## src/rtl/cond_pkg.sv

```systemverilog
// Shared types for the ALU flag/writeback stage and the branch unit.
// Condition codes, NZCV bit positions and the writeback bundle.
package cond_pkg;

  typedef enum logic [3:0] {
    EQ = 4'h0,
    NE = 4'h1,
    CS = 4'h2,
    CC = 4'h3,
    MI = 4'h4,
    PL = 4'h5,
    VS = 4'h6,
    VC = 4'h7,
    HI = 4'h8,
    LS = 4'h9,
    GE = 4'hA,
    LT = 4'hB,
    GT = 4'hC,
    LE = 4'hD,
    AL = 4'hE,
    NV = 4'hF
  } cond_code_e;

  localparam int FLAG_N = 3;
  localparam int FLAG_Z = 2;
  localparam int FLAG_C = 1;
  localparam int FLAG_V = 0;

  localparam int DATA_W = 32;
  localparam int RD_W_DEF = 4;

  typedef struct packed {
    logic [DATA_W-1:0]   result;
    logic [RD_W_DEF-1:0] rd;
    logic                wr_en;
  } wb_op_t;

endpackage

```

## src/rtl/alu_flags_stage_if.sv

```systemverilog
// Upstream op and writeback handshake bundle for alu_flags_stage.
// master drives ops and out_ready; slave is the stage.
interface alu_flags_stage_if #(
  parameter int N     = 32,
  parameter int RD_W  = 4,
  parameter int CNT_W = 16
);
  logic             in_valid;
  logic             in_ready;
  logic [N-1:0]     in_result;
  logic             in_neg;
  logic             in_zr;
  logic             in_cry;
  logic             in_of;
  logic             in_set_flags;
  logic [3:0]       in_cond;
  logic [RD_W-1:0]  in_rd;
  logic             in_wr_en;
  logic             out_valid;
  logic             out_ready;
  logic [N-1:0]     out_result;
  logic [RD_W-1:0]  out_rd;
  logic             out_wr_en;
  logic [3:0]       flags_nzcv;
  logic [CNT_W-1:0] squash_cnt;

  modport master (
    output in_valid, in_result, in_neg, in_zr,
    output in_cry, in_of, in_set_flags, in_cond,
    output in_rd, in_wr_en, out_ready,
    input  in_ready, out_valid, out_result,
    input  out_rd, out_wr_en, flags_nzcv, squash_cnt
  );

  modport slave (
    input  in_valid, in_result, in_neg, in_zr,
    input  in_cry, in_of, in_set_flags, in_cond,
    input  in_rd, in_wr_en, out_ready,
    output in_ready, out_valid, out_result,
    output out_rd, out_wr_en, flags_nzcv, squash_cnt
  );
endinterface

```

## src/rtl/cond_eval.sv

```systemverilog
// ARM-style condition code check against an NZCV value.
// Purely combinational; shared with the branch unit.
module cond_eval
  import cond_pkg::*;
(
  input  cond_code_e cond,
  input  logic [3:0] nzcv,
  output logic       pass
);

  logic n, z, c, v;

  always_comb begin
    n    = nzcv[FLAG_N];
    z    = nzcv[FLAG_Z];
    c    = nzcv[FLAG_C];
    v    = nzcv[FLAG_V];
    pass = 1'b1;
    unique case (cond)
      EQ: pass = z;
      NE: pass = !z;
      CS: pass = c;
      CC: pass = !c;
      MI: pass = n;
      PL: pass = !n;
      VS: pass = v;
      VC: pass = !v;
      HI: pass = c && !z;
      LS: pass = !c || z;
      GE: pass = (n == v);
      LT: pass = (n != v);
      GT: pass = !z && (n == v);
      LE: pass = z || (n != v);
      AL: pass = 1'b1;
      NV: pass = 1'b1;
    endcase
  end

endmodule

```

## src/rtl/alu_flags_stage.sv

```systemverilog
// Registers ALU results, owns NZCV, evaluates condition codes and
// gates writes of failed ops; 2-entry skid buffer on the output side.
module alu_flags_stage
  import cond_pkg::*;
#(
  parameter int N     = DATA_W,
  parameter int RD_W  = RD_W_DEF,
  parameter int CNT_W = 16
) (
  input logic         clk,
  input logic         rst,
  alu_flags_stage_if.slave bus
);

  wb_op_t           main_q;
  wb_op_t           skid_q;
  wb_op_t           new_op;
  logic             main_v;
  logic             skid_v;
  logic [3:0]       flags_q;
  logic [CNT_W-1:0] cnt_q;
  logic             pass;
  logic             accept;
  logic             xfer;

  cond_eval u_cond (
    .cond (cond_code_e'(bus.in_cond)),
    .nzcv (flags_q),
    .pass (pass)
  );

  assign bus.in_ready   = !skid_v;
  assign bus.out_valid  = main_v;
  assign bus.out_result = main_q.result[N-1:0];
  assign bus.out_rd     = main_q.rd[RD_W-1:0];
  assign bus.out_wr_en  = main_q.wr_en;
  assign bus.flags_nzcv = flags_q;
  assign bus.squash_cnt = cnt_q;

  assign accept = bus.in_valid && !skid_v;
  assign xfer   = main_v && bus.out_ready;

  always_comb begin
    new_op        = '0;
    new_op.result = bus.in_result;
    new_op.rd     = bus.in_rd;
    new_op.wr_en  = bus.in_wr_en && pass;
  end

  always_ff @(posedge clk) begin
    if (rst) begin
      main_q  <= '0;
      skid_q  <= '0;
      main_v  <= 1'b0;
      skid_v  <= 1'b0;
      flags_q <= 4'b0000;
      cnt_q   <= '0;
    end else begin
      // A full skid blocks accept, so only the drain path applies.
      if (skid_v) begin
        if (xfer) begin
          main_q <= skid_q;
          skid_v <= 1'b0;
        end
      end else if (accept) begin
        if (!main_v || xfer) begin
          main_q <= new_op;
          main_v <= 1'b1;
        end else begin
          skid_q <= new_op;
          skid_v <= 1'b1;
        end
      end else if (xfer) begin
        main_v <= 1'b0;
      end

      if (accept && pass && bus.in_set_flags) begin
        flags_q <= {bus.in_neg, bus.in_zr,
                    bus.in_cry, bus.in_of};
      end

      if (accept && !pass && (cnt_q != '1)) begin
        cnt_q <= cnt_q + 1'b1;
      end
    end
  end

endmodule

```

## src/flat_wrapper.sv

```systemverilog
// flat-port wrapper written by rule: the top's interface ports become plain ports
module alu_flags_stage_flat import cond_pkg::*;
#(
  parameter int N     = DATA_W,
  parameter int RD_W  = RD_W_DEF,
  parameter int CNT_W = 16
)
  (clk, rst, bus_in_valid, bus_in_result, bus_in_neg, bus_in_zr, bus_in_cry, bus_in_of, bus_in_set_flags, bus_in_cond, bus_in_rd, bus_in_wr_en, bus_out_ready, bus_in_ready, bus_out_valid, bus_out_result, bus_out_rd, bus_out_wr_en, bus_flags_nzcv, bus_squash_cnt);
  alu_flags_stage_if #(.N(N), .RD_W(RD_W), .CNT_W(CNT_W)) bus_i ();
  input logic clk;
  input logic rst;
  input wire logic [$bits(bus_i.in_valid)-1:0] bus_in_valid;
  input wire logic [$bits(bus_i.in_result)-1:0] bus_in_result;
  input wire logic [$bits(bus_i.in_neg)-1:0] bus_in_neg;
  input wire logic [$bits(bus_i.in_zr)-1:0] bus_in_zr;
  input wire logic [$bits(bus_i.in_cry)-1:0] bus_in_cry;
  input wire logic [$bits(bus_i.in_of)-1:0] bus_in_of;
  input wire logic [$bits(bus_i.in_set_flags)-1:0] bus_in_set_flags;
  input wire logic [$bits(bus_i.in_cond)-1:0] bus_in_cond;
  input wire logic [$bits(bus_i.in_rd)-1:0] bus_in_rd;
  input wire logic [$bits(bus_i.in_wr_en)-1:0] bus_in_wr_en;
  input wire logic [$bits(bus_i.out_ready)-1:0] bus_out_ready;
  output wire logic [$bits(bus_i.in_ready)-1:0] bus_in_ready;
  output wire logic [$bits(bus_i.out_valid)-1:0] bus_out_valid;
  output wire logic [$bits(bus_i.out_result)-1:0] bus_out_result;
  output wire logic [$bits(bus_i.out_rd)-1:0] bus_out_rd;
  output wire logic [$bits(bus_i.out_wr_en)-1:0] bus_out_wr_en;
  output wire logic [$bits(bus_i.flags_nzcv)-1:0] bus_flags_nzcv;
  output wire logic [$bits(bus_i.squash_cnt)-1:0] bus_squash_cnt;
  assign bus_i.in_valid = bus_in_valid;
  assign bus_i.in_result = bus_in_result;
  assign bus_i.in_neg = bus_in_neg;
  assign bus_i.in_zr = bus_in_zr;
  assign bus_i.in_cry = bus_in_cry;
  assign bus_i.in_of = bus_in_of;
  assign bus_i.in_set_flags = bus_in_set_flags;
  assign bus_i.in_cond = bus_in_cond;
  assign bus_i.in_rd = bus_in_rd;
  assign bus_i.in_wr_en = bus_in_wr_en;
  assign bus_i.out_ready = bus_out_ready;
  assign bus_in_ready = bus_i.in_ready;
  assign bus_out_valid = bus_i.out_valid;
  assign bus_out_result = bus_i.out_result;
  assign bus_out_rd = bus_i.out_rd;
  assign bus_out_wr_en = bus_i.out_wr_en;
  assign bus_flags_nzcv = bus_i.flags_nzcv;
  assign bus_squash_cnt = bus_i.squash_cnt;
  alu_flags_stage #(.N(N), .RD_W(RD_W), .CNT_W(CNT_W)) u_core (.clk(clk), .rst(rst), .bus(bus_i));
endmodule
```

## config.mk

```make
export PLATFORM = sky130hd
export DESIGN_NAME = alu_flags_stage_flat
export DESIGN_NICKNAME = d
export VERILOG_FILES = /design/src/rtl/cond_pkg.sv /design/src/rtl/alu_flags_stage_if.sv /design/src/rtl/cond_eval.sv /design/src/rtl/alu_flags_stage.sv /design/src/flat_wrapper.sv
export SDC_FILE = /design/constraint.sdc
export NUM_CORES = 1
export LEC_CHECK = 0
export BUFFER_PORTS_ARGS = -buffer_cell sky130_fd_sc_hd__buf_2
export CAP_MARGIN = 10
export CORE_ASPECT_RATIO = 0.8
export CORE_UTILIZATION = 35
export CTS_CLUSTER_DIAMETER = 120
export DETAILED_ROUTE_END_ITERATION = 7
export PLACE_DENSITY = 0.68
export SYNTH_ARGS = -nofsm -noshare
export SYNTH_HDL_FRONTEND = slang
export SYNTH_SLANG_ARGS = --single-unit
```

## constraint.sdc

```tcl
create_clock -name clk -period 4.9 [get_ports clk]
set_input_delay 0.245 -clock clk [delete_from_list [all_inputs] [get_ports clk]]
set_output_delay 0.245 -clock clk [all_outputs]
set_load 0.02 [all_outputs]
```

# Yosys cells after proc, flatten, opt, wreduce, memory -nomap -nowiden
# Index checks and enable logic that the tools add are counted.
op_classes:
  bitwise: 2
  n_addsub: 1
  muxes: 12
  mul: 0
  magnitude_cmp: 0
  n_shift: 0
  n_eq_ne: 20
  reduce_logical: 27
  div: 0
ops:
  columns: ["operator", "count"]
  rows:
  - ["37-bit two-way mux", 4]
  - ["4-bit == test (second input constant)", 8]
  - ["16-bit by 1-bit adder with 16-bit output (second input constant)", 1]
  - ["4-bit by 3-bit == test with 1-bit output (second input constant)", 4]
  - ["16-bit inequality test (second input constant)", 1]
  - ["1-bit one-hot mux with 15 select lines", 1]
  - ["1-bit logical AND", 9]
  - ["3-bit AND reduction", 3]
  - ["4-bit by 2-bit == test with 1-bit output (second input constant)", 2]
  - ["1-bit zero test", 7]
  - ["1-bit two-way mux", 7]
  - ["2-bit nonzero test", 3]
  - ["4-bit by 1-bit == test with 1-bit output (second input constant)", 1]
  - ["4-bit zero test", 1]
  - ["2-bit inequality test (second input constant)", 2]
  - ["1-bit logical OR", 3]
  - ["1-bit inverter", 2]
  - ["2-bit OR reduction", 1]
  - ["1-bit == test", 1]
  - ["1-bit inequality test", 1]
word_totals:
  latchBits: 0
  mem_count: 0
  output_inout_bits: 59
  romBits: 0
  register_bits: 96
  mem_bits_rw: 0

# Longest topological paths before layout
# Gate-level depths: netlist of the first run.
depth:
  word_depth: 7
  ltp_mapped: 9
  mapped_depth_nobuf: 7

# Modules after synthesis
# A second synthesis of the first run with hierarchy kept.
unflattened:
  cells_unflattened: 480
  area_unflattened_um2: 4152.7
modules_own_cells:
  columns: ["module", "instances", "area_per_inst_um2", "cells_each", "seq_area_each_um2"]
  rows:
  - ["alu_flags_stage", 1, 3951.3, 451, 1921.8]
  - ["cond_eval", 1, 201.4, 29, 0.0]

# Worst setup path after synthesis of the first run
# No wires, ideal clock.
synth_path:
  kind: "register -> register"
  from: "reg u_core.flags_q[0] (netlist: u_core.bus.flags_nzcv[0])"
  to: "reg u_core.cnt_q[8] (netlist: u_core.bus.squash_cnt[8])"
  path_stages_with_launch: 8
  period_less_slack_ns: 2.373
  n_path_buf: 2
  arrival_ns: 2.252
  setup_ns: 0.121
  path_slack_ns: 2.527
  cell_sequence: "dfxtp_1 > clkbuf_1 > o31ai_1 > o311a_2 > or3_4 > buf_6 > nor4b_1 > mux2_2"
synth_via:
  elab_chain_len: 6
  elab_cells_between_ends: 9
synth_rtl:
  columns: ["item", "line", "source"]
  rows:
  - ["start, declared", "alu_flags_stage.sv:20", "logic [3:0] flags_q;"]
  - ["start signal, assigned", "alu_flags_stage.sv:78", "flags_q <= {bus.in_neg, bus.in_zr,"]
  - ["1-bit inequality test or 1-bit == test (tied branches)", null, null]
  - ["1-bit logical OR or 1-bit logical AND (tied branches)", "cond_eval.sv:33, cond_eval.sv:32", null]
  - ["1-bit one-hot mux with 15 select lines *", "cond_eval.sv:19", "unique case (cond)"]
  - ["1-bit zero test *", "alu_flags_stage.sv:82", "if (accept && !pass && (cnt_q != '1)) begin"]
  - ["1-bit logical AND * (2 in a row)", "alu_flags_stage.sv:82", null]
  - ["end signal, assigned", "alu_flags_stage.sv:83", "cnt_q <= cnt_q + 1'b1;"]
  - ["end, declared", "alu_flags_stage.sv:21", "logic [CNT_W-1:0] cnt_q;"]
# Every way passes the cells marked *; elsewhere a longest branch is shown, timed or not.
# A chain may end at the register's enable or synchronous reset.

# Final worst setup path of the first run
layout_path:
  from: "reg u_core.flags_q[2] (netlist: u_core.bus.flags_nzcv[2])"
  to: "reg u_core.cnt_q[2] (netlist: u_core.bus.squash_cnt[2])"
layout_via:
  elab_chain_len: 6
  elab_cells_between_ends: 9
layout_rtl:
  columns: ["item", "line"]
  rows:
  - ["1-bit zero test", "cond_eval.sv:21, cond_eval.sv:28, cond_eval.sv:32"]
  - ["1-bit logical AND (on tied branches)", "cond_eval.sv:32, cond_eval.sv:28"]
  - ["1-bit one-hot mux with 15 select lines *", "cond_eval.sv:19"]
  - ["1-bit zero test *", "alu_flags_stage.sv:82"]
  - ["1-bit logical AND * (2 in a row)", "alu_flags_stage.sv:82"]
# Marks and branches as above.

==> results.toml, run 1 <==
[grt]
grt_pass1_wl_um = 16600
grt_max_degree = 59
grt_usage_pct = 16.4
grt_overflow_total = 0
antenna_found_initial = 0
grt_pass1_vias = 3402

[synthesis]
ys_types = 46
syn_inst = 491
ys_async_sr_fraction_pct = 0
synth_edf_count = 0
ys.flop_type = "dfxtp_1"
syn-mean-instance-area_um2 = 8.52
syn-num-nets = 542
ys_ff_latch = 96
syn_area_um2 = 4180
yosysSeqAreaShare_pct = 46.0
yosys_warnings = 0

[clock_tree]
postCtsSetupRepairBufs = 0
insertion_delay_ns = 0.34
post_cts_resized = 0
cts.sink_count = 96
cts_made_buffers = 9
cts_max_level = 3
holdBufCountCts = 0
clkTransAtPathRegs_ns = 0.06
cts_max_path_buffers = 2
cts_tree = "built"
clock-root-buffer = "clkbuf_16"

[finish]
diodes = 0
area_growth_pct = 22.0
nets = 628
drive_gt1_share_pct = 24.1

[power_and_ir_drop]
swShare_pct = 25.9
finalPower_mw = 1.81
p_leak_nw = 1.99
p_int_mw = 1.34
seqPwrFrac_pct = 46.9
p_comb_share_pct = 14.0
p_per_area_nw_per_um2 = 355
clock_power_share_pct = 39.1
ir_worst_vdd_mv = 0.151
p_sw_mw = 0.470

[worst_setup_path]
critPathLaunchType = "flop"
cpPeakStageDelay_ns = 0.77
arrival_ns = 2.78
crit_slowest_cell = "nor3_1"
ff2ff_path_depth = 5
path_cells = "or4_1, o311a_2, nor3_1, and3_1, mux2_2"
endpoint_kind = "flop"
crit_fanout = 8
cp_data_required_time_ns = 5.12
worstSetupPathType = "flop to flop"

[die]
core_um2 = 11600
die_x_um = 124
dieArea_um2 = 12400
io_pins = 109
initial_core_util_pct = 36.2
rows = 35
fp.dieH_um = 99.8

[detailed_routing]
wl_met2_um = 4630
wl_met1_um = 4800
wl_per_cell_um = 13.8
route.met3.wl_um = 517
highest_layer = "met4"
vias_per_cell = 5.15
ant_nets = 0
via_count = 3760
drt_iter0_drc = 193
drt_pass1_iterations = 4
totalWireLength_um = 10100
drc = 0

[place]
port_buffers = 108
dp_hpwl_um = 7070
place_congestion = 0.834

[timing]
period_share_pct = 52.1
rsz0062_at_grt = "false"
setup_viol = 0
worst_pin_slew_ns = 1.03
setup_tns_ns = 0
clock.fmax_mhz = 392
finalHoldViolCount = 0
fin_skew_ns = 0.00428
relSlewSlack_pct = 31.6
period_needed_ns = 2.55
finalMaxSlewViolations = 0

[worst_hold_path]
min_path_cells = 2
hold_class = "input port to flop"

[job]
drv_cap = 0

[status]
status = "completed"
==> power by group through the flow <==
| stage | combinational [mW] | clock (mW) | sequential [mW] |
|---|---|---|---|
| floorplan | 0.135 | 0 | 0.901 |
| global placement | 0.250 | 0 | 0.863 |
| detailed placement | 0.256 | 0 | 0.866 |
| CTS | 0.256 | 0.730 | 0.848 |
| global route | 0.280 | 0.762 | 0.852 |
| finish | 0.254 | 0.708 | 0.848 |
==> area by class of cell <==
cell class,instances,area (um2)
timing repair buffer,113,578
inverter,8,30.0
clock inverter,2,37.5
clock buffer,14,264
multi-input combinational,349,2080
sequential,96,1920
fill,1169,6460
tap,148,185
==> critical path: cells and delay by family (launching register included) <==
family | cells | cell delay [ns]
AO/OA/AOI/OAI | 1 | 0.15
AND/OR/NAND/NOR | 3 | 1.59
flip-flops | 1 | 0.36
multiplexers | 1 | 0.34
==> metal layers <==
layer | vias up | GRT usage (%)
met4 | 0 | 6.12
met2 | 89 | 26.7
met1 | 1754 | 20.8
li1 | 1904 | -
met5 | - | 0
met3 | 13 | 4.41
==> cell families (layout without fill, tap and decap cells) <==
family                     count (synthesis)  after routing  share of synthesized area (%)
xor gates and xnor gates                   1              1                          0.209
muxes                                     47             47                           11.4
adders and majority gates                  1              1                          0.299
AOI/OAI and AO/OA                        110            110                           16.7
buffers and inverters                     46            137                           4.52
and+or+nand+nor                          190            190                           20.9
DFF                                       96             96                           46.0
==> registers in the layout, indices dropped and copies added, names as in the netlist <==
| register | count |
|---|---|
| u_core.bus.flags_nzcv | 4 |
| u_core.bus.out_rd | 4 |
| u_core.bus.out_result | 32 |
| u_core.bus.out_valid | 1 |
| u_core.bus.out_wr_en | 1 |
| u_core.bus.squash_cnt | 16 |
| u_core.skid_q | 37 |
| u_core.skid_v | 1 |
==> final timing paths <==
kind,start,endpoint,slack (ns)
setup / recovery,u_core.bus.flags_nzcv[2]$_SDFFE_PP0P_,u_core.bus.squash_cnt[2]$_SDFFE_PP0P_,2.35
hold reg to reg,u_core.skid_q[13]$_SDFFE_PP0P_,u_core.skid_q[13]$_SDFFE_PP0P_,0.45
hold / removal,bus_out_ready,u_core.skid_v$_SDFF_PP0_,0.12
setup reg to reg,u_core.bus.flags_nzcv[2]$_SDFFE_PP0P_,u_core.bus.squash_cnt[2]$_SDFFE_PP0P_,2.35
==> cell usage after synthesis (all sizes together), types with 7 or more instances <==
master   n  area [um2]
a211oi  37         278
nor2b    7        43.8
mux2i   43         430
clkbuf  24        90.1
dfxtp   96        1920
nand3    8        40.0
buf     14        68.8
nor2    48         180
nand2   87         327
a21oi   51         255
inv      8        30.0
nand4    7        43.8
==> layout by cell type, fill, tap and decap left out, drive strengths merged, types with 2 or more instances in the layout <==
cell type,instances
nand3,8
nand4,7
nand3b,3
clkbuf,14
mux2,4
nor2b,7
mux2i,43
nand4b,2
o31ai,6
nor2,48
a21oi,51
inv,8
a211oi,37
nand2,87
or4,6
or4b,3
dfxtp,96
or2,3
or3,4
o21ai,4
buf,113
a31oi,2
nor3,6
==> stage by stage <==
stage | hold slack (ns) | setup slack [ns] | util, % | cells | area, um2
global placement | 0.441 | 2.36 | 41.5 | 714 | 4800
global route | 0.123 | 2.24 | 44.1 | 730 | 5100
detailed placement | 0.446 | 2.22 | 41.5 | 714 | 4800
floorplan | 0.345 | 2.53 | - | 491 | 4180
finish | 0.118 | 2.35 | 44.1 | 730 | 5100
CTS | 0.108 | 2.39 | 44.1 | 730 | 5100
Power figures use the tool's default switching activity.
==> inputs of run 2 (changes only) <==
==> constraint.sdc (replaced) <==
create_clock -name clk -period 2.41 [get_ports clk]
set_input_delay 0.1205 -clock clk [delete_from_list [all_inputs] [get_ports clk]]
set_output_delay 0.1205 -clock clk [all_outputs]
set_load 0.02 [all_outputs]
==> results.toml, run 2 (synthesized netlist as in run 1, its figures left out) <==
[power_and_ir_drop]
p_comb_share_pct = 14.5
seqPwrFrac_pct = 45.4
p_int_mw = 2.81
p_sw_mw = 0.973
p_per_area_nw_per_um2 = 724
swShare_pct = 25.7
ir_worst_vdd_mv = 0.361
p_leak_nw = 2.06
finalPower_mw = 3.79
clock_power_share_pct = 40.1

[detailed_routing]
drc = 0
drt_pass1_iterations = 4
wl_per_cell_um = 14.1
vias_per_cell = 5.13
via_count = 3787
ant_nets = 0
drt_iter0_drc = 204
totalWireLength_um = 10400

[finish]
final_cell_mix = "108 x buf_2, 94 x dfxtp_1, 87 x nand2_1"
diodes = 0
area_growth_pct = 25.2
largest_register_ffs = 37
fillers = 1148
layout_commonest_cell = "buf_2"
multiInputGateArea_um2 = 2090
drive_gt1_share_pct = 25.8
layout.area.seq_um2 = 1920
nets = 637
fin_area_um2 = 5230
top_register = "u_core.skid_q"

[timing]
rsz0062_at_grt = "false"
period_needed_ns = 2.31
clock.fmax_mhz = 432
setup_tns_ns = 0
finalHoldViolCount = 0
period_share_pct = 96.1
fin_skew_ns = 0.00355
relSlewSlack_pct = 46.2
worst_pin_slew_ns = 0.807
finalMaxSlewViolations = 0
setup_viol = 0

[grt]
grt_max_degree = 61
grt_pass1_wl_um = 17100
grt_overflow_total = 0
grt_pass1_vias = 3579
grt_usage_pct = 16.7
antenna_found_initial = 0

[job]
drv_cap = 0

[place]
port_buffers = 108
dp_hpwl_um = 7310
postPlaceCellArea_um2 = 4900
place_congestion = 0.803

[die]
dieArea_um2 = 12400
fp.dieH_um = 99.8
io_pins = 109
rows = 35
die_x_um = 124
initial_core_util_pct = 36.2
core_um2 = 11600

[worst_setup_path]
r2r-start = "u_core.bus.flags_nzcv[2]$_SDFFE_PP0P_"
worstReg2RegEnd = "u_core.bus.squash_cnt[11]$_SDFFE_PP0P_"
crit_path_start = "u_core.bus.flags_nzcv[2]$_SDFFE_PP0P_"
crit_fanout = 20
cp_data_required_time_ns = 2.66
timing.reg2reg.setup_slack_ns = 0.1
critPathLaunchType = "flop"
arrival_ns = 2.57
ff2ff_path_depth = 5
endpoint_kind = "flop"
worstSetupPathType = "flop to flop"
crit_end = "u_core.bus.squash_cnt[11]$_SDFFE_PP0P_"

[clock_tree]
clock-root-buffer = "clkbuf_16"
clkTransAtPathRegs_ns = 0.06
cts_tree = "built"
cts_made_buffers = 9
postCtsSetupRepairBufs = 0
cts_max_level = 3
cts.sink_count = 96
cts_max_path_buffers = 2
insertion_delay_ns = 0.33

[worst_hold_path]
hold_class = "input port to flop"

[status]
status = "completed"
-- run 2: cell type report --
type                            instances  share of cell area (%)
Tap cell                              148                    3.54
Sequential cell                        96                    36.8
Multi-Input combinational cell        349                    39.9
Clock buffer                           10                    4.57
Timing Repair Buffer                  122                    13.1
Inverter                                8                   0.574
Clock inverter                          5                    1.55
-- run 2: critical path, stage by stage (launching register included) --
cell and delay [ns]:
dfxtp_1 0.36, or4_1 0.55, o311a_2 0.15, or3_4 0.50
or4_1 0.51, a21oi_1 0.16
-- run 2: worst min path at each step --
stage	startpoint	to	slack (ns)	cells past startpoint
floorplan	bus_out_ready	u_core.skid_v$_SDFF_PP0_	0.22	1
global placement	bus_out_ready	u_core.skid_v$_SDFF_PP0_	0.33	2
detailed placement	bus_out_ready	u_core.skid_v$_SDFF_PP0_	0.34	2
CTS	bus_in_of	u_core.bus.flags_nzcv[0]$_SDFFE_PP0P_	0.01	3
global route	bus_in_neg	u_core.bus.flags_nzcv[3]$_SDFFE_PP0P_	0.02	3
finish	bus_in_of	u_core.bus.flags_nzcv[0]$_SDFFE_PP0P_	0.02	3
-- run 2: through the flow --
stage	hold WS [ns]	utilization, %	setup WS (ns)	std cells
after floorplan	0.221	-	0.0373	491
final	0.0239	45.3	0.0950	738
after global placement	0.332	42.3	0.0958	722
after global routing	0.0165	45.3	0.0270	738
after CTS	0.0133	45.2	0.0780	738
after detailed placement	0.342	42.3	0.0385	722
-- run 2: layer usage --
metal	global-route usage, %	vias to the layer above	wire, um
met5	0	-	0
met4	5.00	0	106
met3	4.46	8	474
met2	28.0	102	4850
met1	21.2	1754	4940
li1	-	1923	-
-- run 2: what timing repair did --
item,4_1_cts,5_1_grt
hold buffers,1,0
gates resized for setup,0,2
setup endpoints to repair,0,2
endpoints found under the hold margin,1,0
-- run 2: power groups by stage --
stage | Sequential (mW) | Combinational (mW) | Clock [mW]
floorplan | 1.83 | 0.275 | 0
global placement | 1.75 | 0.538 | 0
detailed placement | 1.76 | 0.551 | 0
CTS | 1.72 | 0.553 | 1.56
global route | 1.73 | 0.601 | 1.64
finish | 1.72 | 0.549 | 1.52
==> inputs of run 3 (changes only) <==
==> constraint.sdc (replaced) <==
create_clock -name clk -period 2.6 [get_ports clk]
set_input_delay 0.13 -clock clk [delete_from_list [all_inputs] [get_ports clk]]
set_output_delay 0.13 -clock clk [all_outputs]
set_load 0.02 [all_outputs]
==> results.toml, run 3 (synthesized netlist as in run 1, its figures left out) <==
[die]
io_pins = 109
fp.dieH_um = 99.8
rows = 35
core_um2 = 11600
dieArea_um2 = 12400
initial_core_util_pct = 36.2
die_x_um = 124

[clock_tree]
cts_tree = "built"
cts_max_path_buffers = 2
clock-root-buffer = "clkbuf_16"
cts_max_level = 3
postCtsSetupRepairBufs = 0
insertion_delay_ns = 0.34
cts_made_buffers = 9
clkTransAtPathRegs_ns = 0.06
cts.sink_count = 96

[finish]
drive_gt1_share_pct = 24.7
nets = 632
top_register = "u_core.skid_q"
final_cell_mix = "108 x buf_2, 95 x dfxtp_1, 87 x nand2_1"
largest_register_ffs = 37
fillers = 1145
diodes = 0
layout_commonest_cell = "buf_2"
area_growth_pct = 22.8

[worst_setup_path]
critPathLaunchType = "flop"
endpoint_kind = "flop"
crit_fanout = 8
cp_data_required_time_ns = 2.82
worstSetupPathType = "flop to flop"
arrival_ns = 2.67

[power_and_ir_drop]
p_per_area_nw_per_um2 = 639
p_leak_nw = 2.01
ir_worst_vdd_mv = 0.307

[detailed_routing]
ant_nets = 0
highest_layer = "met4"
drc = 0
drt_pass1_iterations = 6
totalWireLength_um = 10100
wl_met1_um = 4860
via_count = 3724
vias_per_cell = 5.07
wl_met2_um = 4500
route.met3.wl_um = 528
wl_per_cell_um = 13.7
drt_iter0_drc = 228

[status]
status = "completed"

[worst_hold_path]
hold_class = "input port to flop"

[grt]
grt_pass1_wl_um = 16500
grt_usage_pct = 16.3
grt_overflow_total = 0
grt_pass1_vias = 3342
antenna_found_initial = 0
grt_max_degree = 59

[job]
drv_cap = 0

[timing]
relSlewSlack_pct = 43.4
rsz0062_at_grt = "false"
finalHoldViolCount = 0
period_share_pct = 93.9
setup_tns_ns = 0
setup_ws_ns = 0.158
clock.fmax_mhz = 409
setup_viol = 0
fin_skew_ns = 0.00586
finalMaxSlewViolations = 0
period_needed_ns = 2.44
worst_pin_slew_ns = 0.835

[place]
place_worst_setup_slack_ns = 0.0947
dp_hpwl_um = 7020
place_congestion = 0.799
port_buffers = 108
run 3: changes by cell type in the layout (fill, tap and decap cells not counted):
cell	before	now
buf_4	10	5
bufinv_16	2	0
clkbuf_1	0	1
clkbuf_8	1	0
clkinv_2	1	4
dfxtp_1	94	95
dfxtp_2	2	1
nor4b_1	0	1
nor4b_2	1	0
run 3: cell type report:
type / instances / area, um2 / area share (%)
Multi-Input combinational cell: 349 / 2080 / 40.6
Sequential cell: 96 / 1920 / 37.5
Timing Repair Buffer: 117 / 648 / 12.6
Clock buffer: 10 / 229 / 4.46
Tap cell: 148 / 185 / 3.61
Clock inverter: 6 / 36.3 / 0.707
Inverter: 8 / 30.0 / 0.585
run 3: worst paths after layout:
check / start / slack, ns / end / depth (start not counted)
worst max-delay path: u_core.bus.flags_nzcv[2]$_SDFFE_PP0P_ / 0.16 / u_core.bus.squash_cnt[2]$_SDFFE_PP0P_ / 5
worst min-delay path: bus_in_cry / 0.03 / u_core.bus.flags_nzcv[1]$_SDFFE_PP0P_ / 3
worst max register to register: u_core.bus.flags_nzcv[2]$_SDFFE_PP0P_ / 0.16 / u_core.bus.squash_cnt[2]$_SDFFE_PP0P_ / 5
worst min register to register: u_core.skid_q[17]$_SDFFE_PP0P_ / 0.46 / u_core.skid_q[17]$_SDFFE_PP0P_ / 2
run 3: repair_timing:
item	4_1_cts	5_1_grt
endpoints found under the setup margin	0	0
resized for setup	0	0
hold buffers	1	0
hold endpoints to repair	1	0
run 3: metal layers:
metal | global-route usage, % | vias to the layer above
met3 | 4.79 | 16
met2 | 25.4 | 91
met5 | 0 | -
li1 | - | 1907
met4 | 6.39 | 0
met1 | 21.3 | 1710
run 3: power breakdown:
part | leakage [nW] | switching [mW] | internal, mW
sequential | 0.785 | 0.0443 | 1.55
clock | 0.132 | 0.548 | 0.643
combinational | 1.09 | 0.307 | 0.188
total | 2.01 | 0.899 | 2.38
run 3: per-stage QoR:
step	util, %	power (mW)	hold slack (ns)	std cells	instance area [um2]
CTS	44.4	3.33	0.0112	734	5130
finish	44.4	3.28	0.0286	734	5130
global placement	42.0	2.11	0.350	717	4860
detailed placement	42.0	2.12	0.352	717	4860
global route	44.4	3.46	0.0255	734	5130
floorplan	-	1.95	0.230	491	4180
run 3: worst max-delay path, cell delays in order (launching register included):
cell and delay [ns]:
dfxtp_1 0.36, or4_1 0.54, o311a_2 0.15, nor3_1 0.68
and3_1 0.28, mux2_2 0.33
